`src/rtl/pckys_game_pkg.sv`:
```
// rtl/pckys_game_pkg.sv - shared types and constants for the pckys_game reaction game
//
// Purpose: game state encoding, 7-segment glyph table and LFSR constants.
// Ports:   none (package).
package pckys_game_pkg;

  typedef enum logic [2:0] {
    ST_IDLE = 3'd0,
    ST_ARM  = 3'd1,
    ST_PLAY = 3'd2,
    ST_HIT  = 3'd3,
    ST_MISS = 3'd4,
    ST_OVER = 3'd5
  } state_e;

  // Right-shift Galois mask for x^8+x^6+x^5+x^4+1.
  localparam logic [7:0] LFSR_TAPS = 8'hB8;
  localparam logic [7:0] LFSR_SEED = 8'h01;

  // Glyphs for 0..F, bit0 = segment a; entry 0 is the rightmost element.
  localparam logic [15:0][6:0] SEG_TABLE = {
    7'h71, 7'h79, 7'h5E, 7'h39, 7'h7C, 7'h77, 7'h6F, 7'h7F,
    7'h07, 7'h7D, 7'h6D, 7'h66, 7'h4F, 7'h5B, 7'h06, 7'h3F
  };

  function automatic logic [7:0] lfsr_next(input logic [7:0] cur);
    logic [7:0] nxt;
    nxt = cur >> 1;
    if (cur[0]) begin
      nxt = nxt ^ LFSR_TAPS;
    end
    return nxt;
  endfunction

endpackage

```
`src/rtl/pckys_game_hex_to_7seg.sv`:
```
// rtl/pckys_game_hex_to_7seg.sv - hex digit to 7-segment decoder
//
// Purpose: combinational lookup of the glyph for a 4-bit value.
// Ports:   hex_i [3:0] digit in; seg_o [6:0] segments a..g (bit0 = a), active-high.
module hex_to_7seg
  import pckys_game_pkg::*;
(
  input  logic [3:0] hex_i,
  output logic [6:0] seg_o
);

  assign seg_o = SEG_TABLE[hex_i];

endmodule

```
`src/rtl/pckys_game.sv`:
```
// rtl/pckys_game.sv - single-player reaction game TinyTapeout tile
//
// Purpose: an LFSR lights one of eight target LEDs; the player must press the
//          matching button before the round timer expires. Hits raise a score
//          shown on the 7-segment display, misses cost lives.
// Ports:   clk      system clock
//          rst_n    reset, asynchronous, ACTIVE-HIGH despite its name
//          ena      tile select (ignored)
//          ui_in    [7:0] player buttons, active-high, asynchronous
//          uio_in   [7:0] unused
//          uo_out   [7:0] [6:0] score segments, [7] status dot
//          uio_out  [7:0] target LEDs
//          uio_oe   [7:0] constant 8'hFF
// Config:  PCKYS_GAME_SPEEDUP_EN - when defined, round length shrinks as
//          ROUND_CYCLES >> score[3:2].
module pckys_game
  import pckys_game_pkg::*;
#(
  parameter int unsigned ROUND_CYCLES = 1024,
  parameter int unsigned LIVES        = 3
) (
  input  logic       clk,
  input  logic       rst_n,
  input  logic       ena,
  input  logic [7:0] ui_in,
  input  logic [7:0] uio_in,
  output logic [7:0] uo_out,
  output logic [7:0] uio_out,
  output logic [7:0] uio_oe
);

  localparam logic [15:0] ROUND_LEN  = ROUND_CYCLES[15:0];
  localparam logic [2:0]  LIVES_INIT = LIVES[2:0];

  logic unused_inputs;
  assign unused_inputs = ^{ena, uio_in};

  // Input path: two-flop synchroniser plus previous-value register for edges.
  logic [7:0] sync1_q, sync2_q, prev_q;
  logic [7:0] press;
  logic       held;

  always_ff @(posedge clk or posedge rst_n) begin
    if (rst_n) begin
      sync1_q <= '0;
      sync2_q <= '0;
      prev_q  <= '0;
    end else begin
      sync1_q <= ui_in;
      sync2_q <= sync1_q;
      prev_q  <= sync2_q;
    end
  end

  assign press = sync2_q & ~prev_q;
  assign held  = (sync2_q != 8'h00);

  // Free-running LFSR; the target is taken from whatever value it holds
  // when the player lets go, which is what makes the lane unpredictable.
  logic [7:0] lfsr_q;

  always_ff @(posedge clk or posedge rst_n) begin
    if (rst_n) begin
      lfsr_q <= LFSR_SEED;
    end else begin
      lfsr_q <= lfsr_next(lfsr_q);
    end
  end

  // Game state.
  state_e      state_q, state_d;
  logic [3:0]  score_q, score_d;
  logic [2:0]  lives_q, lives_d;
  logic [15:0] timer_q, timer_d;
  logic [7:0]  target_q, target_d;
  logic        dp_q, dp_d;

  logic [15:0] round_len;
  logic [15:0] timer_load;

`ifdef PCKYS_GAME_SPEEDUP_EN
  assign round_len = ROUND_LEN >> score_q[3:2];
`else
  assign round_len = ROUND_LEN;
`endif

  // A shifted-down length can reach zero for tiny ROUND_CYCLES; treat it as
  // a one-cycle round instead of letting the timer wrap.
  assign timer_load = (round_len == 16'd0) ? 16'd0 : (round_len - 16'd1);

  always_ff @(posedge clk or posedge rst_n) begin
    if (rst_n) begin
      state_q  <= ST_IDLE;
      score_q  <= 4'd0;
      lives_q  <= LIVES_INIT;
      timer_q  <= 16'd0;
      target_q <= 8'h00;
      dp_q     <= 1'b0;
    end else begin
      state_q  <= state_d;
      score_q  <= score_d;
      lives_q  <= lives_d;
      timer_q  <= timer_d;
      target_q <= target_d;
      dp_q     <= dp_d;
    end
  end

  always_comb begin
    state_d  = state_q;
    score_d  = score_q;
    lives_d  = lives_q;
    timer_d  = timer_q;
    target_d = target_q;
    dp_d     = dp_q;

    unique case (state_q)
      ST_IDLE: begin
        if (press != 8'h00) begin
          state_d = ST_ARM;
        end
      end

      ST_ARM: begin
        // Holding any button keeps us here so a stale press cannot score.
        if (!held) begin
          target_d = 8'h01 << lfsr_q[2:0];
          timer_d  = timer_load;
          state_d  = ST_PLAY;
        end
      end

      ST_PLAY: begin
        // A press wins over expiry, so a target press in the last cycle hits.
        if (press != 8'h00) begin
          if ((press & ~target_q) == 8'h00) begin
            state_d = ST_HIT;
          end else begin
            state_d = ST_MISS;
          end
        end else if (timer_q == 16'd0) begin
          state_d = ST_MISS;
        end else begin
          timer_d = timer_q - 16'd1;
        end
      end

      ST_HIT: begin
        if (score_q != 4'hF) begin
          score_d = score_q + 4'd1;
        end
        dp_d    = 1'b1;
        state_d = ST_ARM;
      end

      ST_MISS: begin
        lives_d = lives_q - 3'd1;
        dp_d    = 1'b0;
        state_d = (lives_q == 3'd1) ? ST_OVER : ST_ARM;
      end

      ST_OVER: begin
        if (press != 8'h00) begin
          score_d = 4'd0;
          lives_d = LIVES_INIT;
          dp_d    = 1'b0;
          state_d = ST_ARM;
        end
      end

      default: begin
        state_d = ST_IDLE;
      end
    endcase
  end

  // Outputs are decodes of registered state only.
  logic [6:0] seg;

  hex_to_7seg u_hex_to_7seg (
    .hex_i (score_q),
    .seg_o (seg)
  );

  always_comb begin
    uio_out = 8'h00;
    if (state_q == ST_PLAY) begin
      uio_out = target_q;
    end else if (state_q == ST_OVER) begin
      uio_out = 8'hFF;
    end
  end

  assign uo_out = {dp_q | (state_q == ST_OVER), seg};
  assign uio_oe = 8'hFF;

endmodule

```
`config.mk`:
```
export PLATFORM = sky130hd
export DESIGN_NAME = pckys_game
export DESIGN_NICKNAME = d
export VERILOG_FILES = /design/src/rtl/pckys_game_pkg.sv /design/src/rtl/pckys_game_hex_to_7seg.sv /design/src/rtl/pckys_game.sv
export SDC_FILE = /design/constraint.sdc
export NUM_CORES = 1
export LEC_CHECK = 0
export BUFFER_PORTS_ARGS = -buffer_cell sky130_fd_sc_hd__buf_2
export CAP_MARGIN = 20
export CELL_PAD_IN_SITES_DETAIL_PLACEMENT = 0
export CELL_PAD_IN_SITES_GLOBAL_PLACEMENT = 1
export CORE_MARGIN = 3
export CORE_UTILIZATION = 48
export DETAILED_ROUTE_END_ITERATION = 8
export PLACE_DENSITY_LB_ADDON = 0.12
export SETUP_SLACK_MARGIN = 0.4
export SKIP_LAST_GASP = 1
export SLEW_MARGIN = 10
export SYNTH_ARGS = -nofsm -noshare
export SYNTH_HDL_FRONTEND = slang
export SYNTH_HIERARCHICAL = 1
export SYNTH_SLANG_ARGS = --single-unit
```
`constraint.sdc`:
```
create_clock -name clk -period 4.9 [get_ports clk]
set_clock_uncertainty 0.2 [all_clocks]
set_input_delay 0.98 -clock clk [delete_from_list [all_inputs] [get_ports clk]]
set_output_delay 0.98 -clock clk [all_outputs]
set_load 0.005 [all_outputs]
```
# Yosys cells after proc, flatten, opt, wreduce, memory -nomap -nowiden
# Memories as Yosys holds them, arrays and structs flattened.
# Index checks and enable logic that the tools add are counted.
totals:
  ff_bits: 67
  rom_bits: 112
  in_bits: 19
  output_inout_bits: 24
  word_cells: 75
  n_memories: 1
mem_list:
  columns: ["name", "depth", "width", "rd", "rd_ports_with_merged_regs", "wr", "line", "text"]
  rows:
  - ["(no name shown)", 16, 7, 1, 0, 0, "pckys_game_hex_to_7seg.sv:12", "assign seg_o = SEG_TABLE[hex_i];"]
classes:
  add_sub_neg: 3
  n_lt_le_gt_ge: 1
  n_eq_ne: 14
  n_shift: 1
  mux: 22
  n_bitwise: 7
  reduce_logical: 16
op_table:
  columns: ["cell", "count"]
  rows:
  - ["$mux 16", 3]
  - ["$pmux 16 s2", 1]
  - ["$mux 8", 3]
  - ["$mux 3", 7]
  - ["$and 8x8->8", 2]
  - ["$logic_not 16->1", 1]
  - ["$not 8->8", 2]
  - ["$reduce_bool 8->1", 2]
  - ["$sub 16x1->16 const B", 1]
  - ["$pmux 3 s5", 1]
  - ["$ne 2x2->1 const B", 5]
  - ["$logic_not 8->1", 1]
  - ["$mux 4", 2]
  - ["$pmux 4 s2", 1]
  - ["$shl 1x3->8 const A", 1]
  - ["$mux 7", 1]
  - ["$eq 3x1->1 const B", 2]
  - ["$eq 3x2->1 const B", 2]
  - ["$eq 3x3->1 const B", 2]
  - ["$pmux 3 s2", 1]
  - ["$reduce_and 2->1", 3]
  - ["$reduce_and 3->1", 2]
  - ["$reduce_bool 2->1", 3]
  - ["$lt 4x5->1 const B", 1]
  - ["14 further kinds", 14]

# Depth between registers and ports, before layout
# Gate-level depths: netlist (run 1).
logic_depth:
  word_depth: 7
  depth_mapped: 8
  mapped_depth_nobuf: 8

# Cells and area by module
# Netlist (run 1), hierarchy kept.
by_module_without_submodules:
  columns: ["mod", "n_inst", "cells_per_inst", "area_per_inst_um2", "seq_area_each_um2"]
  rows:
  - ["pckys_game", 1, 292, 3047.9, 1680.4]
  - ["hex_to_7seg", 1, 33, 290.3, 0.0]

# Worst setup path before layout (run 1)
# Ideal clock, no wire load.
synth_path:
  path_type: "register to output"
  startpoint: "register state_q[2]"
  endpoint: "output port uo_out[7]"
  arrival_ns: 1.398
  required_ns: 3.720
  slack_ns: 2.322
  stages_incl_launch_ff: 6
  path_buffers: 3
  path_cell_list: "dfrtp_1 -> clkbuf_1 -> and2_1 -> clkbuf_1 -> clkbuf_1 -> or2_2"
synth_via:
  elab_chain_len: 2
synth_lines:
  columns: ["element", "line", "text"]
  rows:
  - ["from (decl)", "pckys_game.sv:71", "state_e state_q, state_d;"]
  - ["from (signal assigned)", "pckys_game.sv:100", "state_q <= state_d;"]
  - ["$eq 3x3->1", "pckys_game.sv:194", "assign uo_out = {dp_q | (state_q == ST_OVER), seg};"]
  - ["$or 1x1->1", "pckys_game.sv:194", null]
  - ["to (decl)", "pckys_game.sv:27", "output logic [7:0] uo_out,"]
# No other way between the ends.

# Final worst setup path (run 1)
layout_path:
  startpoint: "register score_q[0]"
  endpoint: "output port uo_out[3]"
layout_via:
  elab_chain_len: 2
layout_lines:
  columns: ["element", "line", "text"]
  rows:
  - ["from (decl)", "pckys_game.sv:72", "logic [3:0] score_q, score_d;"]
  - ["from (signal assigned)", "pckys_game.sv:101", "score_q <= score_d;"]
  - ["$mem_v2 16x7", null, null]
  - ["$mux 7 (implied by the code)", "pckys_game_hex_to_7seg.sv:12", null]
# No other way between the ends. The select of a mux whose other input is x is not followed.

==> summary.txt, run 1 <==
Synth
  – EDFF count, synth: 0
  – Post-Syn Area per Cell: 10.3 um^2
  – Seq/Total Area, Yosys: 50.3%
  – Post-synthesis instance total: 325
  – Primary FF master, synth: dfrtp_1
  – Share of flip-flops with an asynchronous set or reset: 100%
  – Syn Std Cell Area: 3340 um^2
  – Synthesis-stage register bit count: 67
  – Synth Warn #: 6
  – Unique masters post-synth: 56

Timing
  – Final setup fails: 0
  – Slew @ Worst Pin: 0.770 ns
  – Fmax: 317 MHz
  – Max-slew headroom: 48.6%
  – Slew Viols, Final: 0
  – RSZ-0062 raised after global routing: false
  – Crit path time final: 3.16 ns
  – Post-route clock period utilization: 64.4%
  – Final TNS setup: 0 ns
  – Final Hold Fails: 0
  – Final worst slack: 1.74 ns
  – Hold slack: 0.147 ns

Min path
  – Worst hold stages: 0
  – HP Class: reg2reg
  – Min-Delay Endpoint: sync2_q[1]
  – Hold path start: sync1_q[1]

Detailed routing
  – Initial DRC Count: 108
  – DRC viols: 0
  – Vias per inst: 5.62
  – Final wirelength: 6.58 mm
  – First-pass DRT Iterations: 5
  – Via count: 2404
  – DRT antenna net count: 0
  – DR WL/cell: 15.4 um

Global routing
  – Most Crowded Layer GR: met2
  – Initial antenna violation count: 0
  – Vias in the first global route: 2343
  – Largest net degree at the start of global routing: 36
  – Overall routing resource usage: 18.7%
  – First-pass GRT wire length: 11.4 mm
  – GRT overflow: 0
  – GR Util met3: 3.50%
  – M2 GR Usage: 28.5%
  – GRT met1 Usage: 26.1%

Pwr
  – Proportion of power drawn by the clock network: 38.2%
  – Switching Share: 25.9%
  – P_leak: 1.66 nW
  – PD cells: 331 nW/um^2
  – Internal power: 902 uW
  – VDD IR-drop max: 246 uV
  – Flop pwr share: 50.8%
  – NetSw: 316 uW
  – Combinational Power Share: 11.0%

Die
  – Core Rows: 29
  – Total die area: 7990 um^2
  – Die width: 89.4 um
  – Die Y: 89.4 um
  – I/O Pins: 43
  – Core Footprint: 6530 um^2
  – Initial core utilization: 51.1%

Finish
  – Final net count: 376
  – Most frequent cells in the layout: dfrtp_1, a21oi_1, buf_2
  – Finished Layout Cells: 428
  – Area Growth Syn to Fin: 10.1%
  – Antenna diodes: 0
  – Final Core Density: 56.3%
  – Layout cells sized above 1: 16.5%
  – Commonest non-fill, non-tap cell in the layout: dfrtp_1

Worst setup path
  – WS Path Type: reg2out
  – Worst r2r dst: timer_q[10]
  – Worst EP required: 3.72 ns
  – Reg2reg start: state_q[2]
  – Crit path DAT: 1.98 ns
  – R2r setup slk: 2.19 ns
  – CP peak stage delay: 0.51 ns
  – Slowest cell on crit path: dfrtp_1
  – CP startpoint kind: flip-flop
  – Worst r2r path cells: 6
  – Crit path cell chain: inv_1, ha_1, mux4_1, buf_2
  – CP Capture Type: output port
  – Largest fanout on the critical path: 9

Clocking
  – Num CTS Buffers: 9
  – Clock Root Buffer: clkbuf_8
  – CTS Hold Buffers Added: 0
  – Post-cts resize count: 0
  – Clk_lat worst skew: 0.34 ns
  – Maximum clock insertion buffer count: 2
  – Clk slew on worst S/H paths: 0.07 ns
  – Number of post-CTS setup repair buffers: 0
  – # clock sinks: 67
  – Htree depth: 3
  – CTS tree: built

Place
  – Setup WS pre-CTS: 2.09 ns
  – Placed cells: 412
  – I/O Buffers: 25
  – DP HPWL: 4.54 mm
  – Routability cong.: 0.829

Outcome
  – Outcome: finished clean

Flow run
  – Max_cap viols: 0
per-layer routing:
metal | up-vias | part of all wire [%]
li1 | 1194 | -
met1 | 1134 | 48
met2 | 62 | 45
met3 | 14 | 4.4
met4 | 0 | 1.9
met5 | - | 0
layout make-up:
type / instances / area [um^2]
Clock buffer: 12 / 155
Clock inverter: 4 / 50.0
Fill cell: 612 / 2860
Inverter: 15 / 56.3
Multi-Input combinational cell: 226 / 1500
Sequential cell: 67 / 1680
Tap cell: 77 / 96.3
Timing Repair Buffer: 27 / 140
cell usage after synthesis (all sizes together), types with 2 or more instances:
| cell | instances | area share (%) |
|---|---|---|
| o21ai | 14 | 2.1 |
| nor2b | 4 | 0.75 |
| nor4 | 9 | 3.0 |
| o31ai | 5 | 1.1 |
| nand2 | 23 | 2.6 |
| nand4 | 3 | 0.56 |
| or4 | 4 | 1.0 |
| o31a | 2 | 0.52 |
| buf | 13 | 2.7 |
| nor2 | 21 | 2.4 |
| or3 | 2 | 0.37 |
| or2 | 3 | 0.56 |
| ha | 11 | 4.1 |
| dfstp | 3 | 2.4 |
| a41oi | 3 | 0.79 |
| xor2 | 3 | 0.79 |
| nand2b | 13 | 2.4 |
| nor4bb | 2 | 0.60 |
| o22ai | 7 | 1.3 |
| and2 | 3 | 0.56 |
| nand3b | 2 | 0.45 |
| a31oi | 4 | 0.75 |
| clkbuf | 11 | 1.2 |
| or2b | 2 | 0.45 |
| a21oi | 26 | 4.0 |
| a21o | 9 | 2.0 |
| mux2 | 4 | 1.5 |
| and3 | 2 | 0.37 |
| mux2i | 2 | 0.60 |
| and4 | 2 | 0.52 |
| dfrtp | 64 | 48 |
| nor3 | 9 | 1.3 |
| xnor2 | 5 | 1.3 |
| inv | 15 | 1.7 |
| o41ai | 5 | 1.3 |
| nand3 | 4 | 0.60 |
stage by stage:
step	power, mW	instance area (um^2)
after floorplan	0.729	3360
after global placement	0.760	3470
after detailed placement	0.763	3470
after CTS	1.23	3670
after global routing	1.28	3670
final	1.22	3670
power by group through the flow:
stage	clock network, mW	registers, mW	logic (mW)
detailed placement	0	0.630	0.134
global route	0.503	0.625	0.151
floorplan	0	0.615	0.114
CTS	0.478	0.619	0.134
global placement	0	0.628	0.132
finish	0.465	0.619	0.134
worst max path at each step:
| stage | to | slack, ns | start | cells after the start |
|---|---|---|---|---|
| after CTS | uo_out[3] | 1.70 | score_q[0] | 4 |
| final | uo_out[3] | 1.74 | score_q[0] | 4 |
| after global placement | uo_out[3] | 2.15 | score_q[0] | 4 |
| after detailed placement | uo_out[3] | 2.09 | score_q[0] | 4 |
| after global routing | uo_out[3] | 1.65 | score_q[0] | 4 |
| after floorplan | dp_q | 2.04 | rst_n | 1 |
sequential cells by signal, indices dropped and copies added, names as in the netlist:
signal    count
state_q       3
dp_q          1
score_q       4
lfsr_q        8
sync2_q       8
target_q      8
lives_q       3
sync1_q       8
prev_q        8
timer_q      16
critical path, delay by kind of cell, from the launching register on:
kind                     cells  cell delay (ns)
adder cells (fa/ha/maj)      1             0.34
flip-flops                   1             0.51
buffers and inverters        2             0.29
multiplexers                 1             0.49
logic make-up after synthesis:
kind of cell / synth area share (%)
buffers and inverters: 5.62
muxes: 2.85
adders and majority gates: 4.12
DFF: 50.3
xor gates and xnor gates: 2.10
AOI/OAI and AO/OA: 15.8
and+or+nand+nor: 19.1
other: 0.112
No activity file was read; power rests on OpenSTA's default activity.
==> run 2: changes to the inputs <==
--- a/config.mk
+++ b/config.mk
@@ -10,7 +10,7 @@
 export CELL_PAD_IN_SITES_DETAIL_PLACEMENT = 0
 export CELL_PAD_IN_SITES_GLOBAL_PLACEMENT = 1
 export CORE_MARGIN = 3
-export CORE_UTILIZATION = 48
+export CORE_UTILIZATION = 45
 export DETAILED_ROUTE_END_ITERATION = 8
 export PLACE_DENSITY_LB_ADDON = 0.12
 export SETUP_SLACK_MARGIN = 0.4
==> constraint.sdc (replaced) <==
create_clock -name clk -period 3.15 [get_ports clk]
set_clock_uncertainty 0.2 [all_clocks]
set_input_delay 0.63 -clock clk [delete_from_list [all_inputs] [get_ports clk]]
set_output_delay 0.63 -clock clk [all_outputs]
set_load 0.005 [all_outputs]
==> run 2 against run 1 <==
Non-clock buffer count is 5 higher; register-to-register slack worse by 1.5 ns; routed wire length stayed put; flip-flop and latch count stayed put; sequential power is 56% higher; utilization is 2.7 points lower; final cell count is 5.6% higher; clock power is 59% higher; die area is 6.2% higher; global-route usage is 2.1 points lower; critical path type unchanged; critical endpoint unchanged; largest power group unchanged.
==> summary.txt, run 2 (same netlist as run 1, synthesis figures left out) <==
Global routing
  – Vias in the first global route: 2364
  – Initial antenna violation count: 0
  – First-pass GRT wire length: 11.3 mm
  – Largest net degree at the start of global routing: 68
  – GRT overflow: 0
  – Overall routing resource usage: 16.7%

Place
  – I/O Buffers: 25
  – Setup WS pre-CTS: 0.663 ns
  – Routability cong.: 0.745
  – DP HPWL: 4.55 mm

Die
  – Core Rows: 30
  – Initial core utilization: 47.8%
  – Total die area: 8490 um^2
  – Die width: 92.1 um
  – Die Y: 92.1 um
  – I/O Pins: 43
  – Core Footprint: 6980 um^2

Finish
  – Most flops, register: timer_q
  – Layout cells sized above 1: 19.7%
  – Flip-flop and latch area: 1680 um^2
  – Final net count: 381
  – Most frequent cells in the layout: dfrtp_1, a21oi_1, buf_2
  – Fillers: 696
  – Area Growth Syn to Fin: 12.1%
  – Commonest non-fill, non-tap cell in the layout: dfrtp_1
  – Multi-input logic area: 1500 um^2
  – Antenna diodes: 0
  – Largest register FFs: 16

Pwr
  – P_leak: 1.69 nW
  – VDD IR-drop max: 506 uV
  – PD cells: 510 nW/um^2

Clocking
  – CTS Hold Buffers Added: 0
  – CTS tree: built
  – # clock sinks: 67
  – Htree depth: 3
  – Clk slew on worst S/H paths: 0.08 ns
  – Maximum clock insertion buffer count: 2
  – Clock Root Buffer: clkbuf_8
  – Num CTS Buffers: 9
  – Clk_lat worst skew: 0.35 ns

Timing
  – Fmax: 375 MHz
  – Final setup fails: 0
  – RSZ-0062 raised after global routing: false
  – Max-slew headroom: 44.8%
  – Slew @ Worst Pin: 0.828 ns
  – Post-route clock period utilization: 84.6%
  – Crit path time final: 2.66 ns
  – Final worst slack: 0.486 ns
  – Final Hold Fails: 0
  – Final TNS setup: 0 ns
  – Slew Viols, Final: 0

Detailed routing
  – Vias per inst: 5.36
  – First-pass DRT Iterations: 4
  – DRT antenna net count: 0
  – DR WL/cell: 14.6 um
  – Via count: 2421
  – Initial DRC Count: 125
  – Final wirelength: 6.58 mm
  – DRC viols: 0

Min path
  – HP Class: reg2reg
  – Hold path start: sync1_q[3]

Worst setup path
  – Reg2reg start: timer_q[0]
  – CP startpoint kind: flip-flop
  – Crit path DAT: 1.83 ns
  – Worst EP required: 2.32 ns
  – R2r setup slk: 0.70 ns
  – CP Capture Type: output port
  – CP peak stage delay: 0.49 ns
  – Crit path cell chain: inv_1, ha_1, mux4_1, buf_2
  – WS Path Type: reg2out
  – Worst r2r path cells: 8
  – Critical path startpoint: score_q[0]
  – Worst r2r dst: state_q[1]
  – Largest fanout on the critical path: 7
  – Slowest cell on crit path: mux4_1
  – Crit path capture: uo_out[3]

Outcome
  – Outcome: finished clean

Flow run
  – Max_cap viols: 0
[run 2: changes by cell type in the layout (fill, tap and decap cells not counted), sizes merged]
cell      previous run  this run
clkbuf              12         9
inv                 15        19
buf                 27        32
clkinvlp             2         1
[run 2: how the worst min path moves through the flow]
stage                 end  cells after the start
2_1_floorplan   lfsr_q[2]                      0
3_3_place_gp   sync2_q[5]                      0
3_5_place_dp    lfsr_q[2]                      0
4_1_cts         lfsr_q[2]                      0
5_1_grt        sync2_q[4]                      0
6_report       sync2_q[3]                      0
[run 2: routing by layer]
layer | track usage [%] | vias to the layer above | wire [um]
met5 | 0 | - | 0
met4 | 6.31 | 0 | 70
met3 | 3.45 | 7 | 305
met2 | 26.1 | 56 | 2990
met1 | 22.8 | 1165 | 3220
li1 | - | 1193 | -
[run 2: per-stage QoR]
stage / hold WS [ns] / utilization [%] / cell area [um^2] / total power [mW] / std cells
after floorplan: 0.131 / - / 3360 / 1.13 / 332
after global placement: 0.132 / 50.4 / 3520 / 1.18 / 434
after detailed placement: 0.135 / 50.4 / 3520 / 1.19 / 434
after CTS: 0.153 / 53.3 / 3720 / 1.93 / 450
after global routing: 0.162 / 53.6 / 3740 / 2.01 / 452
final: 0.151 / 53.6 / 3740 / 1.91 / 452
[run 2: area by class of cell]
cell class	count	share of cell area [%]
multi-input combinational	226	40.1
inverter	15	1.50
sequential	67	45.0
clock inverter	7	2.14
timing repair buffer	32	4.75
clock buffer	9	3.31
tap	96	3.21
[run 2: power by group]
part           switching [mW]  total, mW  internal (mW)
Clock                   0.361      0.739          0.378
Combinational           0.118      0.207         0.0883
Sequential             0.0548      0.963          0.908
Total                   0.534       1.91           1.37
[run 2: timing repair]
item,in CTS,in global routing
setup buffers,0,2
gates resized for setup,3,3
endpoints found under the setup margin,2,2
[run 2: critical path, delay by kind of cell (launching register included)]
kind / cells / cell delay [ns]
mux: 1 / 0.49
flops: 1 / 0.43
fa+ha+maj: 1 / 0.33
buf+inv: 2 / 0.25
